===== src/rtl/scroll_pkg.sv =====
// Shared definitions for the scroll speed Avalon-MM master: state encoding,
// bus width, default speed bounds and the saturating step helper.
package scroll_pkg;

    typedef enum logic [1:0] {
        S_IDLE   = 2'd0,
        S_WRITE  = 2'd1,
        S_READ   = 2'd2,
        S_RDWAIT = 2'd3
    } state_t;

    localparam int AVM_DATA_W     = 32;
    localparam int SPEED_INIT_DEF = 16;
    localparam int SPEED_MIN_DEF  = 1;
    localparam int SPEED_MAX_DEF  = 255;
    localparam int TIMEOUT_DEF    = 255;

    function automatic int unsigned sat_step(input int unsigned cur, input logic up,
                                             input int unsigned lo, input int unsigned hi);
        if (up)
            return (cur >= hi) ? cur : cur + 1;
        else
            return (cur <= lo) ? cur : cur - 1;
    endfunction

endpackage


===== src/rtl/scroll_req_latch.sv =====
// One-deep pending slot for speed key pulses: merges new pulses with a held
// request, lets the latest pulse win and cancels on opposite direction.
module scroll_req_latch (
    input  logic clock,
    input  logic reset,
    input  logic speedup,
    input  logic speeddown,
    input  logic consume,
    output logic req_valid,
    output logic req_up
);

    logic pend_valid;
    logic pend_up;
    logic pulse;

    // Simultaneous up and down pulses cancel at the source.
    assign pulse     = speedup ^ speeddown;
    assign req_valid = pend_valid | pulse;
    assign req_up    = pend_valid ? pend_up : speedup;

    always_ff @(posedge clock) begin
        if (reset) begin
            pend_valid <= 1'b0;
            pend_up    <= 1'b0;
        end else if (consume) begin
            // Held request goes out first; a coincident pulse waits in the slot.
            pend_valid <= pend_valid & pulse;
            pend_up    <= speedup;
        end else if (pulse) begin
            if (pend_valid && (pend_up != speedup)) begin
                pend_valid <= 1'b0;
            end else begin
                pend_valid <= 1'b1;
                pend_up    <= speedup;
            end
        end
    end

endmodule


===== src/rtl/scroll_avalon_master.sv =====
// Avalon-MM master that turns speed key pulses into saturating writes of the
// scroll speed register. Define READBACK_CHECK_EN to verify each write by read-back.
module scroll_avalon_master
    import scroll_pkg::*;
#(
    parameter int SPEED_W    = 8,
    parameter int SPEED_INIT = SPEED_INIT_DEF,
    parameter int SPEED_MIN  = SPEED_MIN_DEF,
    parameter int SPEED_MAX  = SPEED_MAX_DEF,
    parameter int ADDR_W     = 4,
    parameter int REG_ADDR   = 0,
    parameter int TIMEOUT    = TIMEOUT_DEF
) (
    input  logic                  clock,
    input  logic                  reset,
    input  logic                  speedup,
    input  logic                  speeddown,
    input  logic                  clear_error,
    output logic [ADDR_W-1:0]     avm_address,
    output logic                  avm_write,
    output logic                  avm_read,
    output logic [AVM_DATA_W-1:0] avm_writedata,
    input  logic [AVM_DATA_W-1:0] avm_readdata,
    input  logic                  avm_waitrequest,
    input  logic                  avm_readdatavalid,
    output logic [SPEED_W-1:0]    speed,
    output logic                  busy,
    output logic                  error
);

    localparam int TMR_W = (TIMEOUT > 1) ? $clog2(TIMEOUT) : 1;
    localparam logic [TMR_W-1:0] TMR_LOAD = TMR_W'(TIMEOUT - 1);

    state_t             state;
    logic [SPEED_W-1:0] target_q;
    logic [SPEED_W-1:0] target_nxt;
    logic [TMR_W-1:0]   tmr;
    logic               tmr_done;
    logic               req_valid;
    logic               req_up;
    logic               consume;

    assign avm_address = ADDR_W'(REG_ADDR);
    assign busy        = (state != S_IDLE);
    assign consume     = (state == S_IDLE);
    assign tmr_done    = (tmr == '0);
    assign target_nxt  = SPEED_W'(sat_step(32'(speed), req_up, SPEED_MIN, SPEED_MAX));

    scroll_req_latch u_req_latch (
        .clock     (clock),
        .reset     (reset),
        .speedup   (speedup),
        .speeddown (speeddown),
        .consume   (consume),
        .req_valid (req_valid),
        .req_up    (req_up)
    );

`ifndef READBACK_CHECK_EN
    assign avm_read = 1'b0;
    logic unused_rd;
    assign unused_rd = ^{avm_readdata, avm_readdatavalid};
`endif

    always_ff @(posedge clock) begin
        if (reset) begin
            state         <= S_IDLE;
            speed         <= SPEED_W'(SPEED_INIT);
            target_q      <= SPEED_W'(SPEED_INIT);
            avm_write     <= 1'b0;
            avm_writedata <= '0;
            error         <= 1'b0;
            tmr           <= '0;
`ifdef READBACK_CHECK_EN
            avm_read      <= 1'b0;
`endif
        end else begin
            // Later error sets in this block override the clear.
            if (clear_error)
                error <= 1'b0;
            case (state)
                S_IDLE: begin
                    if (req_valid && (target_nxt != speed)) begin
                        state         <= S_WRITE;
                        target_q      <= target_nxt;
                        avm_write     <= 1'b1;
                        avm_writedata <= AVM_DATA_W'(target_nxt);
                        tmr           <= TMR_LOAD;
                    end
                end
                S_WRITE: begin
                    if (!avm_waitrequest) begin
                        avm_write <= 1'b0;
                        speed     <= target_q;
                        tmr       <= TMR_LOAD;
`ifdef READBACK_CHECK_EN
                        state     <= S_READ;
                        avm_read  <= 1'b1;
`else
                        state     <= S_IDLE;
`endif
                    end else if (tmr_done) begin
                        avm_write <= 1'b0;
                        error     <= 1'b1;
                        state     <= S_IDLE;
                    end else begin
                        tmr <= tmr - 1'b1;
                    end
                end
`ifdef READBACK_CHECK_EN
                S_READ: begin
                    if (!avm_waitrequest) begin
                        avm_read <= 1'b0;
                        state    <= S_RDWAIT;
                        tmr      <= TMR_LOAD;
                    end else if (tmr_done) begin
                        avm_read <= 1'b0;
                        error    <= 1'b1;
                        state    <= S_IDLE;
                    end else begin
                        tmr <= tmr - 1'b1;
                    end
                end
                S_RDWAIT: begin
                    if (avm_readdatavalid) begin
                        if (avm_readdata != AVM_DATA_W'(speed))
                            error <= 1'b1;
                        state <= S_IDLE;
                    end else if (tmr_done) begin
                        error <= 1'b1;
                        state <= S_IDLE;
                    end else begin
                        tmr <= tmr - 1'b1;
                    end
                end
`endif
                default: state <= S_IDLE;
            endcase
        end
    end

endmodule


===== config.mk =====
export PLATFORM = sky130hd
export DESIGN_NAME = scroll_avalon_master
export DESIGN_NICKNAME = d
export VERILOG_FILES = /design/src/rtl/scroll_pkg.sv /design/src/rtl/scroll_req_latch.sv /design/src/rtl/scroll_avalon_master.sv
export SDC_FILE = /design/constraint.sdc
export NUM_CORES = 1
export LEC_CHECK = 0
export BUFFER_PORTS_ARGS = -buffer_cell sky130_fd_sc_hd__buf_2
export CAP_MARGIN = 20
export CORE_MARGIN = 2
export CORE_UTILIZATION = 35
export DETAILED_ROUTE_END_ITERATION = 6
export HOLD_SLACK_MARGIN = 0.03
export REMOVE_ABC_BUFFERS = 1
export SETUP_SLACK_MARGIN = 0.1
export SYNTH_ARGS = -nofsm -noshare
export SYNTH_HDL_FRONTEND = slang
export SYNTH_SLANG_ARGS = --single-unit

===== constraint.sdc =====
create_clock -name clock -period 2.78 [get_ports clock]
set_input_delay 0.556 -clock clock [delete_from_list [all_inputs] [get_ports clock]]
set_output_delay 0.556 -clock clock [all_outputs]
set_load 0.01 [all_outputs]

[Word level (Yosys, flattened, before mapping)]
Index checks and enable logic that the tools add are counted.
Storage, ports and cells
  bits in registers: 38
  input bits: 39
  output and inout bits: 48
  word-level logic and storage cells: 64
Cells by class
  add/sub/neg operators: 3
  magnitude comparators: 2
  equality and inequality tests: 7
  multiplexer cells: 26
  bitwise gates (word level): 4
  reduce and logical (&&, ||, !) cells: 13
Operator list (count)
  $mux W8: 6
  $pmux W8 S2: 1
  $sub A8 B1 Y8 const B: 2
  $mux W1: 14
  $add A8 B1 Y8 const B: 1
  $ge A8 B8 Y1 const B: 1
  $le A8 B1 Y1 const B: 1
  $logic_not A8 Y1: 1
  $ne A8 B8 Y1: 1
  $reduce_and A2 Y1: 4
  $mux W2: 3
  $ne A3 B3 Y1 const B: 2
  $reduce_and A3 Y1: 2
  $reduce_bool A2 Y1: 3
  $pmux W2 S2: 1
  $eq A2 B1 Y1 const B: 1
  $logic_and A1 B1 Y1: 2
  $logic_not A2 Y1: 1
  $ne A2 B1 Y1 const B: 1
  $ne A2 B2 Y1 const B: 1
  $pmux W1 S2: 1
  $and A1 B1 Y1: 1
  $ne A1 B1 Y1: 1
  $not A1 Y1: 1
  2 further kinds: 2

[Longest topological paths before layout]
Gate-level depths: netlist (run 1).
  depth in word-level cells: 7
  mapped depth: 8
  gate-level depth less buffers: 7

[Cells and area by module]
From an unflattened synthesis (run 1), not the netlist that was laid out.
Unflattened totals
  cells, all modules: 257
  area total of the unflattened synthesis: 2074.5 um^2
Modules (own cells, without submodules)
  scroll_avalon_master: times used 1, cells each 239, area an instance 1920.6 um^2, sequential area each 540.5 um^2
  scroll_req_latch: times used 1, cells each 18, area an instance 153.9 um^2, sequential area each 40.0 um^2

[Worst setup path before layout (run 1)]
Ideal clock, no wire load.
  kind: register to register
  start point: reg speed[0]
  end point: reg tmr[6]
  library setup time: 0.103 ns
  arrival time: 2.033 ns
  data required time: 2.677 ns
  setup slack: 0.644 ns
  stages on the path, launching flop included: 8
  buffers on the path: 0
  period minus slack after synthesis: 2.136 ns
  cell sequence: dfxtp_1 > inv_1 > ha_1 > nor2_1 > nor4_2 > or3_1 > and2b_1 > a2111oi_2
On the way
  longest elaborated chain between the ends: 7
  elaborated cells between the ends (all ways): 11
  classes of those cells: add/sub: 2; order compare: 2; eq/ne: 2; mux: 3; reduce/logical: 2
Ends and longest elaborated chain
  start: declaration: line scroll_avalon_master.sv:26  | output logic [SPEED_W-1:0] speed,
  start signal: assignment: line scroll_avalon_master.sv:68  | speed <= SPEED_W'(SPEED_INIT);
  start signal: assignment: line scroll_avalon_master.sv:94  | speed <= target_q;
  $sub A8 B1 Y8 (tied with other cells): line scroll_pkg.sv:23  | return (cur <= lo) ? cur : cur - 1;
  $mux W8, on equally long branches: line scroll_pkg.sv:23, scroll_pkg.sv:21
  $mux W8: line scroll_pkg.sv:20  | if (up)
  $ne A8 B8 Y1 *: line scroll_avalon_master.sv:83  | if (req_valid && (target_nxt != speed)) begin
  $logic_and A1 B1 Y1 *: line scroll_avalon_master.sv:83
  $ne A2 B1 Y1 (no line) *
  $reduce_and A3 Y1 (no line) *
  end signal: assignment: line scroll_avalon_master.sv:107  | tmr <= tmr - 1'b1;
  end: declaration: line scroll_avalon_master.sv:37  | logic [TMR_W-1:0] tmr;
Mark *: on every way between the ends. The rest lies on a longest branch, timed or not.
A chain may end at the register's enable or synchronous reset.

[Worst setup path in the final report (run 1)]
Same ends and word-level chain as after synthesis.

==> results of run 1 <==
==> worst max-delay path, stage by stage (launching register included) <==
cell                        delay, ps
sky130_fd_sc_hd__dfxtp_1          360
sky130_fd_sc_hd__buf_4            180
sky130_fd_sc_hd__ha_1             190
sky130_fd_sc_hd__nor2_1           270
sky130_fd_sc_hd__nor4_2           110
sky130_fd_sc_hd__or3_1            470
sky130_fd_sc_hd__and2b_1          250
sky130_fd_sc_hd__a2111oi_2        360
==> metal layers <==
| metal | global-route usage (%) | vias up | routed length [microns] |
|---|---|---|---|
| met3 | 2.38 | 10 | 252 |
| met1 | 20.8 | 819 | 2210 |
| met5 | 0 | - | 0 |
| met4 | 6.95 | 0 | 101 |
| li1 | - | 889 | - |
| met2 | 21.8 | 65 | 1920 |
==> power groups by stage <==
stage	Sequential [mW]	Clock (mW)	Combinational [mW]
detailed placement	0.505	0	0.303
CTS	0.496	0.402	0.305
global route	0.503	0.416	0.345
floorplan	0.513	0	0.199
global placement	0.504	0	0.300
finish	0.497	0.390	0.305
==> cells in the final DEF (no fill, tap or decap), types with 4 or more instances in the layout <==
| cell type | count |
|---|---|
| sky130_fd_sc_hd__nor2_1 | 12 |
| sky130_fd_sc_hd__ha_1 | 5 |
| sky130_fd_sc_hd__nor3_1 | 9 |
| sky130_fd_sc_hd__clkbuf_8 | 7 |
| sky130_fd_sc_hd__or3_1 | 4 |
| sky130_fd_sc_hd__a211oi_1 | 5 |
| sky130_fd_sc_hd__buf_4 | 6 |
| sky130_fd_sc_hd__nand3_1 | 4 |
| sky130_fd_sc_hd__a21oi_1 | 21 |
| sky130_fd_sc_hd__o21ai_1 | 5 |
| sky130_fd_sc_hd__conb_1 | 29 |
| sky130_fd_sc_hd__o21ai_0 | 6 |
| sky130_fd_sc_hd__nand2_1 | 29 |
| sky130_fd_sc_hd__buf_2 | 24 |
| sky130_fd_sc_hd__and3_1 | 4 |
| sky130_fd_sc_hd__inv_1 | 10 |
| sky130_fd_sc_hd__xnor2_1 | 6 |
| sky130_fd_sc_hd__dfxtp_1 | 29 |
==> registers in the layout (all words and copies together), names as in the netlist <==
register	count
speed	8
target_q	8
tmr	8
avm_write	1
avm_writedata	1
error	1
u_req_latch.pend_up	1
u_req_latch.pend_valid	1
==> final timing paths <==
path	from	to	slack (ps)	depth (start not counted)
setup / recovery	speed[0]	tmr[6]	500	7
hold / removal	target_q[5]	speed[5]	470	2
setup reg to reg	speed[0]	tmr[6]	500	7
hold reg to reg	target_q[5]	speed[5]	470	2
==> per-stage QoR <==
| stage | setup WS, ps | total power, mW | std cells |
|---|---|---|---|
| final | 497 | 1.19 | 347 |
| after global routing | 280 | 1.26 | 347 |
| after CTS | 478 | 1.20 | 347 |
| after detailed placement | 512 | 0.808 | 339 |
| after global placement | 524 | 0.804 | 339 |
| after floorplan | 442 | 0.713 | 237 |
==> cells by family after synthesis <==
logic type	Yosys count	share of synthesized area (%)
simple gates	84	21.8
flops	29	28.8
buf+inv	60	18.2
mux	5	2.67
fa+ha+maj	5	3.10
compound gates	66	22.2
xor+xnor	7	3.04
other cells	1	0.186
==> final cells by class <==
cell class,count,area [sq um]
clock buffers,7,96.3
multi-input cells,196,1170
fillers,589,3380
clock inverters,1,5.00
flip-flops and latches,29,581
well taps,72,90.1
inverters,12,45.0
repair buffers,30,165
==> metrics.log, run 1 <==
[metrics] result of the run: completed
[metrics] mean area per synthesized cell: 7.85 sq um
[metrics] area of the die: 0.00639 sq mm
[metrics] root buf cell: sky130_fd_sc_hd__clkbuf_8
[metrics] Iteration-0 DRC Markers: 187
[metrics] antenna violations before repair: 0
[metrics] library cell occupying the most area in the post-synthesis netlist: sky130_fd_sc_hd__dfxtp_1
[metrics] number of register bits inferred by synthesis: 29
[metrics] kind of critical path: reg2reg
[metrics] achievable clock frequency: 0.438 GHz
[metrics] total via count in the routed design: 1783
[metrics] sum of routed wire length over all layers: 4490 microns
[metrics] hold violation count in the final report: 0
[metrics] core region area: 0.00554 sq mm
[metrics] standard-cell rows: 27
[metrics] Syn Std Cell Area: 0.00202 sq mm
[metrics] Slew Viols, Final: 0
[metrics] share of synthesized area occupied by flip-flops and latches: 28.8%
[metrics] number of ports placed on the die boundary: 87
[metrics] count of different cell masters after synthesis: 57
[metrics] max-cap violations: 0
[metrics] clock network fraction of total power: 32.7%
[metrics] maximum number of pins on one net before global-route repair: 23
[metrics] via count of the first global-routing pass: 1582
[metrics] Combinational Power Share: 25.6%
[metrics] number of buffers inserted during clock tree synthesis: 5
[metrics] Yosys Warn Count: 0
[metrics] Setup TNS Final: 0 ps
[metrics] Worst Max-Slew Pin Slew: 621 ps
[metrics] Post-synth EDFFs: 0
[metrics] hpwl dp: 3240 microns
[metrics] antenna cells: 0
[metrics] cell internal pwr: 799 uW
[metrics] relative slew slack: 58.5%
[metrics] sequential fraction of design power: 41.7%
[metrics] setup fix buffers added after clock tree synthesis: 0
[metrics] post-layout util: 38.9%
[metrics] synth top area cells: sky130_fd_sc_hd__dfxtp_1 29%, sky130_fd_sc_hd__buf_4 14%, sky130_fd_sc_hd__nand2_1 5.4%, sky130_fd_sc_hd__a21oi_1 5.2%, sky130_fd_sc_hd__ha_1 3.1%
[metrics] total global-route track usage: 14.7%
[metrics] post-route clock period utilization: 82.1%
[metrics] number of remaining DRC errors: 0
[metrics] Layout Area Growth over Synthesis: 6.89%
[metrics] aggregate global routing overflow: 0
[metrics] Cells after Synth: 257
[metrics] critical path capture point type: flop
[metrics] drt via density: 5.14
[metrics] top cells by count, synth: 37 x sky130_fd_sc_hd__buf_4, 29 x sky130_fd_sc_hd__dfxtp_1, 29 x sky130_fd_sc_hd__nand2_1
[metrics] leakage power: 0.881 nW
[metrics] Hold Worst Slack: 465 ps
[metrics] critical path required time: 2950 ps
[metrics] Worst setup SP type: flop
[metrics] RSZ-0062 raised after global routing: false
[metrics] Final nets: 318
[metrics] insertion delay of the later-clocked pin in the worst-skew pair: 280 ps
[metrics] number of clock sinks: 29
[metrics] gp weighted congestion: 0.858
[metrics] H-tree levels: 2
[metrics] largest buffer count on any clock path: 2
[metrics] most common cell in the synthesized netlist: sky130_fd_sc_hd__buf_4
[metrics] TritonCTS clock tree: built
[metrics] number of failing setup endpoints in the final timing report: 0
[metrics] power spent charging and discharging nets: 392 uW
[metrics] number of nets still failing antenna checks after routing: 0
[metrics] CTS-repair resized insts: 0
[metrics] VDD IR-drop max: 0.167 mV
[metrics] Die Span Y: 79.9 microns
[metrics] net switching fraction of the power: 32.9%
[metrics] cell area after layout: 0.00216 sq mm
[metrics] type of the tightest min-delay check: reg2reg
[metrics] Placed Instance Area: 0.00205 sq mm
[metrics] power per standard cell area: 553 mW/mm^2
[metrics] post-layout minimum cycle time: 2280 ps
[metrics] count of buffers from port buffering: 24
[metrics] layout cells sized above 1: 17.8%
[metrics] quantity of hold-fixing buffers added after cts: 0
[metrics] Data arrival, critical path: 2460 ps
[metrics] top cell type's share of synthesized area: 28.8%
[metrics] Clock Skew: 5.47 ps
[metrics] initial cell density of the core: 36.4%
[metrics] Most used DFF post-synth: sky130_fd_sc_hd__dfxtp_1
[metrics] crit-path max FO: 6
[metrics] share of flip-flops with an asynchronous set or reset: 0%
[metrics] Worst-path clk slew: 70 ps
[metrics] first-pass GRT wire length: 7510 microns
[metrics] Routed WL per cell: 12.9 microns
[metrics] iteration count of the initial detailed-routing pass: 4
[metrics] die extent in x: 79.9 microns
(Power assumes the default switching activity.)
==> inputs of run 2 (changes only) <==
==> constraint.sdc (replaced) <==
create_clock -name clock -period 1.94 [get_ports clock]
set_input_delay 0.388 -clock clock [delete_from_list [all_inputs] [get_ports clock]]
set_output_delay 0.388 -clock clock [all_outputs]
set_load 0.01 [all_outputs]
==> metrics.log, run 2 (synthesis results as in run 1) <==
[metrics] fill count: 574 (was 589)
[metrics] via count of the first global-routing pass: 1771 (was 1582)
[metrics] total design power: 1.78 mW (was 1.19 mW)
[metrics] number of buffers inserted during clock tree synthesis: 5 (unchanged)
[metrics] kind of critical path: reg2reg (unchanged)
[metrics] total via count in the routed design: 1899 (was 1783)
[metrics] aggregate global routing overflow: 0 (unchanged)
[metrics] largest registers ranked by flip-flop count: speed x8, target_q x8, tmr x8 (unchanged)
[metrics] source of the worst register-to-register timing path: speed[0] (unchanged)
[metrics] TritonCTS clock tree: built (unchanged)
[metrics] Layout Area Growth over Synthesis: 26.8% (was 6.89%)
[metrics] Die Span Y: 79.9 microns (unchanged)
[metrics] net switching fraction of the power: 34.3% (was 32.9%)
[metrics] Setup TNS Final: 0 ps (unchanged)
[metrics] root buf cell: sky130_fd_sc_hd__clkbuf_8 (unchanged)
[metrics] most common library cell in the layout ignoring fill and taps: sky130_fd_sc_hd__buf_4
[metrics] maximum number of pins on one net before global-route repair: 19 (was 23)
[metrics] hpwl dp: 3620 microns (was 3240 microns)
[metrics] R2R Setup Slk: 80 ps (was 500 ps)
[metrics] relative slew slack: 65.4% (was 58.5%)
[metrics] sum of routed wire length over all layers: 4960 microns (was 4490 microns)
[metrics] Worst Max-Slew Pin Slew: 515 ps (was 621 ps)
[metrics] max-cap violations: 0 (unchanged)
[metrics] number of ports placed on the die boundary: 87 (unchanged)
[metrics] achievable clock frequency: 0.538 GHz (was 0.438 GHz)
[metrics] RSZ-0062 raised after global routing: true (was false)
[metrics] largest buffer count on any clock path: 2 (unchanged)
[metrics] Final nets: 349 (was 318)
[metrics] crit-path max FO: 4 (was 6)
[metrics] hold violation count in the final report: 0 (unchanged)
[metrics] layout cells sized above 1: 33.3% (was 17.8%)
[metrics] crit path launch: speed[0] (unchanged)
[metrics] drt via density: 5.02 (was 5.14)
[metrics] power per standard cell area: 695 mW/mm^2 (was 553 mW/mm^2)
[metrics] gp weighted congestion: 0.902 (was 0.858)
[metrics] H-tree levels: 2 (unchanged)
[metrics] number of remaining DRC errors: 0 (unchanged)
[metrics] leakage power: 1.06 nW (was 0.881 nW)
[metrics] power spent charging and discharging nets: 610 uW (was 392 uW)
[metrics] Hold Worst Slack: 370 ps (was 465 ps)
[metrics] antenna cells: 0 (unchanged)
[metrics] result of the run: completed (unchanged)
[metrics] Clock Skew: 4.18 ps (was 5.47 ps)
[metrics] core region area: 0.00554 sq mm (unchanged)
[metrics] Routed WL per cell: 13.1 microns (was 12.9 microns)
[metrics] post-layout minimum cycle time: 1860 ps (was 2280 ps)
[metrics] VDD IR-drop max: 0.236 mV (was 0.167 mV)
[metrics] cell internal pwr: 1.17 mW (was 799 uW)
[metrics] number of failing setup endpoints in the final timing report: 0 (unchanged)
[metrics] Worst-path clk slew: 70 ps (about the same)
[metrics] sequential fraction of design power: 39.1% (was 41.7%)
[metrics] most frequent cells in the layout: 34 x sky130_fd_sc_hd__buf_4, 29 x sky130_fd_sc_hd__nand2_1, 29 x sky130_fd_sc_hd__conb_1, 25 x sky130_fd_sc_hd__dfxtp_1, 24 x sky130_fd_sc_hd__buf_2 (was 29 x sky130_fd_sc_hd__nand2_1, 29 x sky130_fd_sc_hd__conb_1, 29 x sky130_fd_sc_hd__dfxtp_1, 24 x sky130_fd_sc_hd__buf_2, 21 x sky130_fd_sc_hd__a21oi_1)
[metrics] type of the tightest min-delay check: in2reg (was reg2reg)
[metrics] Slew Viols, Final: 0 (unchanged)
[metrics] number of clock sinks: 29 (unchanged)
[metrics] Combinational Power Share: 33.4% (was 25.6%)
[metrics] Hold Path Origin: clear_error (was target_q[5])
[metrics] worst slack, placed: -75.5 ps (was 512 ps)
[metrics] quantity of hold-fixing buffers added after cts: 0 (unchanged)
[metrics] die extent in x: 79.9 microns (unchanged)
[metrics] count of buffers from port buffering: 24 (unchanged)
[metrics] clock network fraction of total power: 27.5% (was 32.7%)
[metrics] Data arrival, critical path: 2040 ps (was 2460 ps)
[metrics] antenna violations before repair: 0 (unchanged)
[metrics] first-pass GRT wire length: 8430 microns (was 7510 microns)
[metrics] critical path capture point type: flop (unchanged)
[metrics] total global-route track usage: 16.4% (was 14.7%)
[metrics] insertion delay of the later-clocked pin in the worst-skew pair: 280 ps (about the same)
[metrics] number of nets still failing antenna checks after routing: 0 (unchanged)
[metrics] critical path required time: 2120 ps (was 2950 ps)
[metrics] Iteration-0 DRC Markers: 120 (was 187)
[metrics] post-layout util: 46.2% (was 38.9%)
[metrics] Worst setup SP type: flop (unchanged)
[metrics] initial cell density of the core: 36.4% (unchanged)
[metrics] post-route clock period utilization: 95.8% (was 82.1%)
[metrics] iteration count of the initial detailed-routing pass: 4 (unchanged)
[metrics] standard-cell rows: 27 (unchanged)
[metrics] area of the die: 0.00639 sq mm (unchanged)
[metrics] least setup slack across all paths after layout: 81.5 ps (was 497 ps)
## run 2: area by class of cell
cell class	count	area (sq um)	area share, %
multi-input combinational	196	1330	52.0
sequential	29	588	23.0
timing repair buffer	61	418	16.3
tap	72	90.1	3.52
clock buffer	5	68.8	2.69
inverter	12	45.0	1.76
clock inverter	3	17.5	0.685
## run 2: critical path, stage by stage, from the launching register on
cell and delay (ps):
sky130_fd_sc_hd__dfxtp_4 360, sky130_fd_sc_hd__buf_6 120, sky130_fd_sc_hd__ha_4 150, sky130_fd_sc_hd__nand4_1 120, sky130_fd_sc_hd__nor3_2 70, sky130_fd_sc_hd__or3_4 390, sky130_fd_sc_hd__and2b_2 250, sky130_fd_sc_hd__a2111oi_4 280
## run 2: stage by stage
step | instances | area, sq um
3_5_place_dp | 367 | 2280
6_report | 378 | 2560
2_1_floorplan | 237 | 1800
5_1_grt | 378 | 2560
3_3_place_gp | 367 | 2280
4_1_cts | 378 | 2490
## run 2: power groups by stage
stage	registers, mW	clock network, mW	logic, mW
CTS	0.694	0.506	0.571
detailed placement	0.707	0	0.533
global route	0.702	0.530	0.656
floorplan	0.736	0	0.286
finish	0.695	0.490	0.593
global placement	0.705	0	0.528
## run 2: metal layers
| layer | vias up | routed length, microns | part of all wire (%) | GRT usage (%) |
|---|---|---|---|---|
| met5 | - | 0 | 0 | 0 |
| met4 | 0 | 112 | 2.3 | 6.44 |
| met3 | 12 | 257 | 5.2 | 1.58 |
| met2 | 57 | 2260 | 46 | 26.3 |
| met1 | 884 | 2330 | 47 | 22.7 |
| li1 | 946 | - | - | - |
## run 2: final timing paths
| kind | to | cells after the start |
|---|---|---|
| worst max-delay path | tmr[6] | 7 |
| worst max register to register | tmr[6] | 7 |
| worst min register to register | speed[0] | 2 |
| worst min-delay path | error | 3 |
## run 2: repair_timing
item                       4_1_cts  5_1_grt
cloned                           0        0
gates resized for setup         21       14
setup buffers                    3        1
setup endpoints to repair       14       15
pin swaps                       10       12
